### src/rtl/dw_sqrt_pkg.sv
// Shared width helpers for the pipelined integer square root.
// Root width and per-stage partial-remainder width.
package dw_sqrt_pkg;

  function automatic int root_width(input int w);
    return (w + 1) / 2;
  endfunction

  // Two guard bits keep the shifted remainder from overflowing.
  function automatic int rem_width(input int rw);
    return rw + 2;
  endfunction

endpackage

### src/rtl/dw_sqrt_stage.sv
// One restoring square-root iteration: resolves a single root bit,
// then registers remainder, partial root and remaining radicand.
module dw_sqrt_stage
  import dw_sqrt_pkg::*;
#(
  parameter int RW = 10
) (
  input  logic            clk,
  input  logic            reset,
  input  logic            valid_in,
  input  logic [RW+1:0]   rem_in,
  input  logic [RW-1:0]   root_in,
  input  logic [2*RW-1:0] rad_in,
  output logic            valid_out,
  output logic [RW+1:0]   rem_out,
  output logic [RW-1:0]   root_out,
  output logic [2*RW-1:0] rad_out
);

  localparam int REMW = rem_width(RW);

  logic [REMW-1:0] shifted;
  logic [REMW-1:0] trial;
  logic [REMW-1:0] diff;
  logic            fits;

  always_comb begin
    shifted = (rem_in << 2)
            | REMW'(rad_in[2*RW-1 -: 2]);
    trial   = (REMW'(root_in) << 2)
            | REMW'(1);
    fits    = shifted >= trial;
    diff    = shifted - trial;
  end

  // Data registers load only for a valid operand so the
  // last stage's root holds across idle cycles.
  always_ff @(posedge clk) begin
    if (reset) begin
      valid_out <= 1'b0;
      root_out  <= '0;
    end else begin
      valid_out <= valid_in;
      if (valid_in) begin
        rem_out  <= fits ? diff : shifted;
        root_out <= (root_in << 1) | RW'(fits);
        rad_out  <= rad_in << 2;
      end
    end
  end

endmodule

### src/rtl/dw_sqrt.sv
// Fully pipelined unsigned floor(sqrt(a)), one root bit per stage,
// MSB first; latency and stage count equal the root width.
module dw_sqrt
  import dw_sqrt_pkg::*;
#(
  parameter int WIDTH = 20
) (
  input  logic                     clk,
  input  logic                     reset,
  input  logic [WIDTH-1:0]         a,
  input  logic                     valid_in,
  output logic [(WIDTH+1)/2-1:0]   root,
  output logic                     valid_out
);

  localparam int RW   = root_width(WIDTH);
  localparam int REMW = rem_width(RW);

  logic [RW:0]     vld;
  logic [REMW-1:0] rem   [RW+1];
  logic [RW-1:0]   roots [RW+1];
  logic [2*RW-1:0] rad   [RW+1];

  // Odd widths are zero-extended on the MSB side.
  assign vld[0]   = valid_in;
  assign rem[0]   = '0;
  assign roots[0] = '0;
  assign rad[0]   = (2*RW)'(a);

  for (genvar i = 0; i < RW; i++) begin : g_stage
    dw_sqrt_stage #(
      .RW(RW)
    ) u_stage (
      .clk      (clk),
      .reset    (reset),
      .valid_in (vld[i]),
      .rem_in   (rem[i]),
      .root_in  (roots[i]),
      .rad_in   (rad[i]),
      .valid_out(vld[i+1]),
      .rem_out  (rem[i+1]),
      .root_out (roots[i+1]),
      .rad_out  (rad[i+1])
    );
  end

  assign root      = roots[RW];
  assign valid_out = vld[RW];

endmodule

### config.mk
export PLATFORM = sky130hd
export DESIGN_NAME = dw_sqrt
export DESIGN_NICKNAME = d
export VERILOG_FILES = /design/src/rtl/dw_sqrt_pkg.sv /design/src/rtl/dw_sqrt_stage.sv /design/src/rtl/dw_sqrt.sv
export SDC_FILE = /design/constraint.sdc
export NUM_CORES = 1
export LEC_CHECK = 0
export ABC_CLOCK_PERIOD_IN_PS = 2100
export CAP_MARGIN = 20
export CORE_ASPECT_RATIO = 1.25
export CORE_MARGIN = 3
export CORE_UTILIZATION = 56
export DETAILED_ROUTE_END_ITERATION = 10
export PLACE_DENSITY_LB_ADDON = 0.1
export SLEW_MARGIN = 20
export SYNTH_ARGS = -nofsm -noshare
export SYNTH_HDL_FRONTEND = slang
export SYNTH_SLANG_ARGS = --single-unit
export TNS_END_PERCENT = 50
### constraint.sdc
create_clock -name clk -period 2.1 [get_ports clk]
set_input_delay 0.21 -clock clk [delete_from_list [all_inputs] [get_ports clk]]
set_output_delay 0.21 -clock clk [all_outputs]
set_load 0.03 [all_outputs]
# Word-level counts from Yosys, hierarchy flattened

Index checks and enable logic that the tools add are counted.
W data, S select, Z words.

Flip-flop bits (word level): 266
Input port bits: 23
Output and inout bits: 11
Logic and storage cells: 95

$add $sub $neg: 9
Magnitude comparators: 10
Mux-type cells: 9
Bitwise gates (word level): 19
Reduce and logical (&&, ||, !) cells: 9

Operator list:

| kind                  | number |
|---|---|
| $or A12 B2 Y12        | 9 |
| $ge A12 B12 Y1        | 7 |
| $mux W10              | 8 |
| $or A10 B1 Y10        | 7 |
| $sub A10 B10 Y10      | 6 |
| $reduce_and A2 Y1     | 9 |
| $ge A12 B3 Y1         | 1 |
| $ge A12 B4 Y1         | 1 |
| $sub A10 B3 Y10       | 1 |
| $sub A10 B4 Y10       | 1 |
| $or A3 B1 Y3          | 1 |
| $sub A2 B1 Y3 const B | 1 |
| $ge A2 B1 Y1 const B  | 1 |
| $mux W2               | 1 |
| $or A2 B1 Y2          | 1 |
| $not A1 Y1            | 1 |

# Depth between registers and ports, before layout

Gate-level depths: netlist (run 1).

Word-level depth: 3
Gate-level depth with buffers: 9
Depth with buffers taken out: 8

# Modules after synthesis

A second synthesis (run 1) with hierarchy kept.

Cell total of the unflattened synthesis: 1778
Area, all modules: 21498.1 µm²

By module, submodules not included:

| module                                  | times used | cells each | area each (µm²) | seq. area each (µm²) |
|---|---|---|---|---|
| dw_sqrt_stage at g_stage[1].u_stage ... | 4          | 176        | 2170.8          | 1121.1 |
| dw_sqrt_stage at g_stage[6].u_stage ... | 4          | 178        | 2132.0          | 1121.1 |
| dw_sqrt_stage at g_stage[5].u_stage     | 1          | 184        | 2178.3          | 1121.1 |
| dw_sqrt_stage at g_stage[0].u_stage     | 1          | 177        | 2104.5          | 1121.1 |
| dw_sqrt                                 | 1          | 1          | 3.8             | 0.0 |

# Worst setup path after synthesis (run 1)

Ideal clock, no wire load.

Kind: register to register
Start point: register g_stage[7].u_stage.rem_out[4]
End point: register g_stage[8].u_stage.rem_out[2] (data pin)
Setup time: 260 ps
Arrival time: 1981 ps
Data required time: 1840 ps
Setup slack: -141 ps
Stages on the path, launching flop included: 9
Buffers on the path: 2
Clock period less this slack: 2241 ps
Cells stage by stage: edfxtp_1 -> ha_1 -> buf_6 -> and4_4 -> and2_4 -> a221oi_4 -> o21a_1 -> buf_6 -> mux2_4

Word-level cells in the longest chain between the ends: 3

RTL lines:

| item                   | RTL line            | RTL |
|---|---|---|
| start, declared        | dw_sqrt_stage.sv:15 | `output logic [RW+1:0] rem_out,` |
| start signal, assigned | dw_sqrt_stage.sv:45 | `rem_out <= fits ? diff : shifted;` |
| $or A12 B2 Y12         | dw_sqrt_stage.sv:29 | `\| REMW'(rad_in[2*RW-1 -: 2]);` |
| $ge A12 B12 Y1         | dw_sqrt_stage.sv:32 | `fits = shifted >= trial;` |
| $mux W10               | dw_sqrt_stage.sv:45 |  |
| end signal, assigned   | dw_sqrt_stage.sv:45 |  |
| end, declared          | dw_sqrt_stage.sv:15 |  |

Every way passes these cells.
A chain may end at the register's enable or synchronous reset.

# Final worst setup path (run 1)

Start point: register g_stage[7].u_stage.rem_out[4]
End point: register g_stage[8].u_stage.rem_out[5] (data pin)

Same word-level chain as after synthesis.

==> impl_summary.txt, run 1 <==
----------------------------------------------------
[Job]
  Max-cap violations ... 0

[Final layout]
  Fraction of final layout cells sized beyond drive strength 1 ... 0.2080
  Commonest non-fill, non-tap cell in the layout ... edfxtp_1
  Layout net count ... about 1100
  Inserted Diodes ... 0
  Layout Area Growth over Synthesis ... 22.79%
  Top library cells by usage in the layout, fill and taps aside ... 173 x edfxtp_1, 103 x nor2_1, 103 x buf_4, 76 x inv_1, 61 x dfxtp_1
  Finished layout cell area ... between 10000 and 15000 µm²

[CTS]
  Clk Latency, worst-skew pair ... approximately 0.5 ns
  Post-CTS clock slew at the launch and capture registers of the worst setup and hold paths ... 0.07 ns
  Hold buffer count at cts ... 0
  Maximum number of buffers from clock root to sink ... 3
  CTS tree ... done
  Depth of the CTS H-tree ... 1
  Number of buffers created by CTS ... 23
  Root buffer cell ... clkbuf_16
  Number of clock sinks ... roughly 240

[Timing]
  Final Hold Violating Endpoints ... 0
  Clock Skews ... between 0.015 and 0.02 ns
  Final-report setup violation count ... 5
  Final-report max-slew violation count ... 0
  Normalized max-slew margin ... 0.5506
  Worst-margin pin slew ... about 0.67 ns
  Tcrit/Tclk final ... 1.027
  Final-layout worst hold slack ... ~0.19 ns
  Min Clock Period, post-route ... approximately 2.2 ns
  Worst path setup slack after routing ... -0.05728 ns
  RSZ-0062 raised after global routing ... true
  Max frequency ... 463.5 MHz

[Power and ir drop]
  Clock share of power ... 0.428
  Total leakage power ... a little under 5 nW
  Internal cell power ... 0.007669 W
  Fraction of power spent switching nets ... 0.1919
  Net Sw Power ... 0.001821 W
  Worst IR Drop VDD ... around 0.69 mV
  PwrDens ... 697.1 nW/µm²
  Sequential cell fraction of total power ... 0.538
  Combinational group share of total power ... 0.034

[Routing]
  Starting DRC count in detailed routing ... approximately 330
  Routed wire length per instance ... about 16 µm
  Number of vias after detailed routing ... about 7100
  Drt total wl ... approximately 21 mm
  Detailed-routing iteration count for the pre-antenna-repair pass ... 5
  Average vias per placed instance ... between 5 and 6
  ANT nets after route ... 0
  # DRC ... 0

[Global route]
  Overflow left after global routing ... 0
  Pin count of the biggest net entering global routing ... 74
  Wire length of the first global-routing pass ... ~34 mm
  Via count of the first global-routing pass ... 7253
  Overall global routing resource usage ... 0.1959
  Initial antenna violation count ... 0

[Floorplanning]
  Std-Cell Rows ... between 50 and 60
  Chip height ... roughly 160 µm
  Horiz. Die Dim ... 131.9 µm
  Effective utilization at floorplan ... 0.5796
  Die area ... roughly 22000 µm²
  Count of pins on the block boundary ... 34
  Std-Cell Core Area ... around 19000 µm²

[Place]
  Number of buffer cells added on primary ports ... 33
  Placed wire-length estimate after detailed placement ... between 15 and 20 mm
  Routability congestion estimate ... about 0.92
  Area after DPL ... ~12000 µm²

[Worst setup path]
  Type of element capturing the critical path ... flop
  Kind of launch point of the worst setup path ... flop
  Critical-path maximum fanout ... 4
  Data arrival time of the critical path ... around 2.4 ns
  Required time of the worst setup path ... ~2.3 ns
  Gate family responsible for the most delay along the worst path ... flip-flops
  Slowest Stage Delay on Critical Path ... between 0.4 and 0.5 ns
  Critical-path top delay cell ... edfxtp_1
  Worst Path Buf+Inv ... 1
  Critical Path, Cell by Cell ... ha_4 > and4_4 > and2_4 > a221oi_4 > o21a_1 > buf_6 > mux2_4
  Critical Setup Path Class ... flop to flop

[Synthesis]
  Mapped cell area ... 11090 µm²
  Number of instances in the synthesized netlist ... 917
  Total nets after synthesis ... about 1000
  Number of distinct library cells after synthesis ... 69
  Share of async-settable or async-resettable flops after synthesis ... 0
  Seq/Total Area, Yosys ... 0.5859
  Ys Warns ... 0
  FF+latch count, synth ... between 200 and 250
  Count of flip-flops with a built-in enable after synthesis ... roughly 170
  Mean instance size in the synthesized netlist ... ~12 µm²
  Most common flop cell mapped by yosys ... edfxtp_1

[Outcome]
  Failing checks ... setup timing
  Outcome ... finished, violations left

[Min path]
  Type of the worst min-delay path ... input pin to flop

----------------------------------------------------
-- what timing repair did --
action,CTS,global route
buffers inserted,2,8
gates cloned,0,0
resized for setup,21,45
setup endpoints to repair,20,46
pin swaps,3,7
-- stage by stage --
| stage | setup TNS, ns | util | setup slack, ns | power [W] | std cells |
|---|---|---|---|---|---|
| after global placement | -0.6463 | 0.6490 | -0.1322 | 0.005508 | 1288 |
| final | -0.2489 | 0.7117 | -0.05728 | 0.009490 | 1338 |
| after floorplan | -0.6602 | - | -0.1346 | 0.005387 | 917 |
| after detailed placement | -1.234 | 0.6490 | -0.1848 | 0.005514 | 1288 |
| after CTS | -0.09604 | 0.6957 | -0.02801 | 0.009573 | 1330 |
| after global routing | -0.7947 | 0.7117 | -0.1051 | 0.009799 | 1338 |
-- worst reg2reg max path, stage by stage (launching register included) --
cell and delay [ns]:
edfxtp_1 0.45, ha_4 0.26, and4_4 0.18, and2_4 0.16, a221oi_4 0.22, o21a_1 0.23
buf_6 0.14, mux2_4 0.29
-- kinds of logic (layout without fill, tap and decap cells) --
family,count (synthesis),count (layout),share of synthesized area
AOI/OAI and AO/OA,154,154,0.09085
xor gates and xnor gates,43,43,0.03397
adders and majority gates,63,63,0.07110
buffers and inverters,100,260,0.03566
DFF,238,238,0.5859
muxes,76,76,0.07257
other,1,1,0.0003382
and+or+nand+nor,242,242,0.1096
-- power by group through the flow --
stage	clock network [W]	registers [W]	logic [W]
floorplan	0	0.00520	0.000188
global placement	0	0.00521	0.000300
detailed placement	0	0.00521	0.000304
CTS	0.00416	0.00511	0.000307
global route	0.00433	0.00511	0.000355
finish	0.00406	0.00511	0.000318
-- registers in the layout (all words and copies together) (netlist names) --
register                   cells
g_stage.u_stage.valid_out     10
g_stage.u_stage.root_out      55
g_stage.u_stage.rad_out       90
g_stage.u_stage.rem_out       83
-- worst paths after layout --
| kind | to | slack, ns | cells past startpoint | from |
|---|---|---|---|---|
| setup / recovery | g_stage[8].u_stage.rem_out[5] | -0.06 | 7 | g_stage[7].u_stage.rem_out[4] |
| setup reg to reg | g_stage[8].u_stage.rem_out[5] | -0.06 | 7 | g_stage[7].u_stage.rem_out[4] |
| hold / removal | g_stage[8].u_stage.rem_out[3] | 0.19 | 2 | reset |
| hold reg to reg | g_stage[5].u_stage.rad_out[19] | 0.41 | 0 | g_stage[4].u_stage.rad_out[17] |
-- cell usage after synthesis, drive strengths merged (2+ instances only) --
master,number,area [µm²]
edfxtp,173,5195
nor2,105,401.6
inv,78,292.8
dfxtp,65,1301
ha,63,788.3
mux2i,53,530.5
a21oi,45,229.0
o21ai,38,193.9
xnor2,33,289.0
nand2,30,115.1
nor2b,30,187.7
mux2,23,274.0
a211oi,16,130.1
o21a,16,120.1
clkbuf,13,48.80
nor3,13,65.06
nand3,10,55.05
xor2,10,87.58
buf,9,53.80
nand2b,9,56.30
a21o,7,52.55
o211ai,7,52.55
or3,7,43.79
nand3b,5,37.54
nor3b,5,37.54
and2,4,27.53
nand4,4,25.02
or4,4,30.03
a211o,3,26.28
a21boi,3,22.52
a31oi,3,25.02
nand4b,3,26.28
nor4,3,18.77
or2,3,18.77
a311oi,2,17.52
and4,2,20.02
nor4b,2,17.52
o31a,2,17.52
o31ai,2,15.01
-- layer usage --
metal  track usage  part of all wire  wire (µm)  vias up
li1              -                 -          -     3592
met1        0.2152              0.39       8298     3326
met2        0.3742              0.53      11080      126
met3       0.02157             0.027        565       63
met4       0.09885             0.053       1111        0
met5             0                 0          0        -
-- area by class of cell --
type / instances / area [µm²]
repair buffers: 142 / 1175
clock buffers: 31 / 658.1
well taps: 261 / 326.6
multi-input cells: 579 / 4564
clock inverters: 9 / 95.09
fillers: 1317 / 5515
inverters: 78 / 292.8
flip-flops and latches: 238 / 6501
No activity file was read; power rests on OpenSTA's default activity.
==> run 2, diff against run 1 <==
Settings changed: CTS_CLUSTER_DIAMETER set to 100.
==> results of run 2 <==
No change in the layout: final DEF, timing and power equal those of run 1.
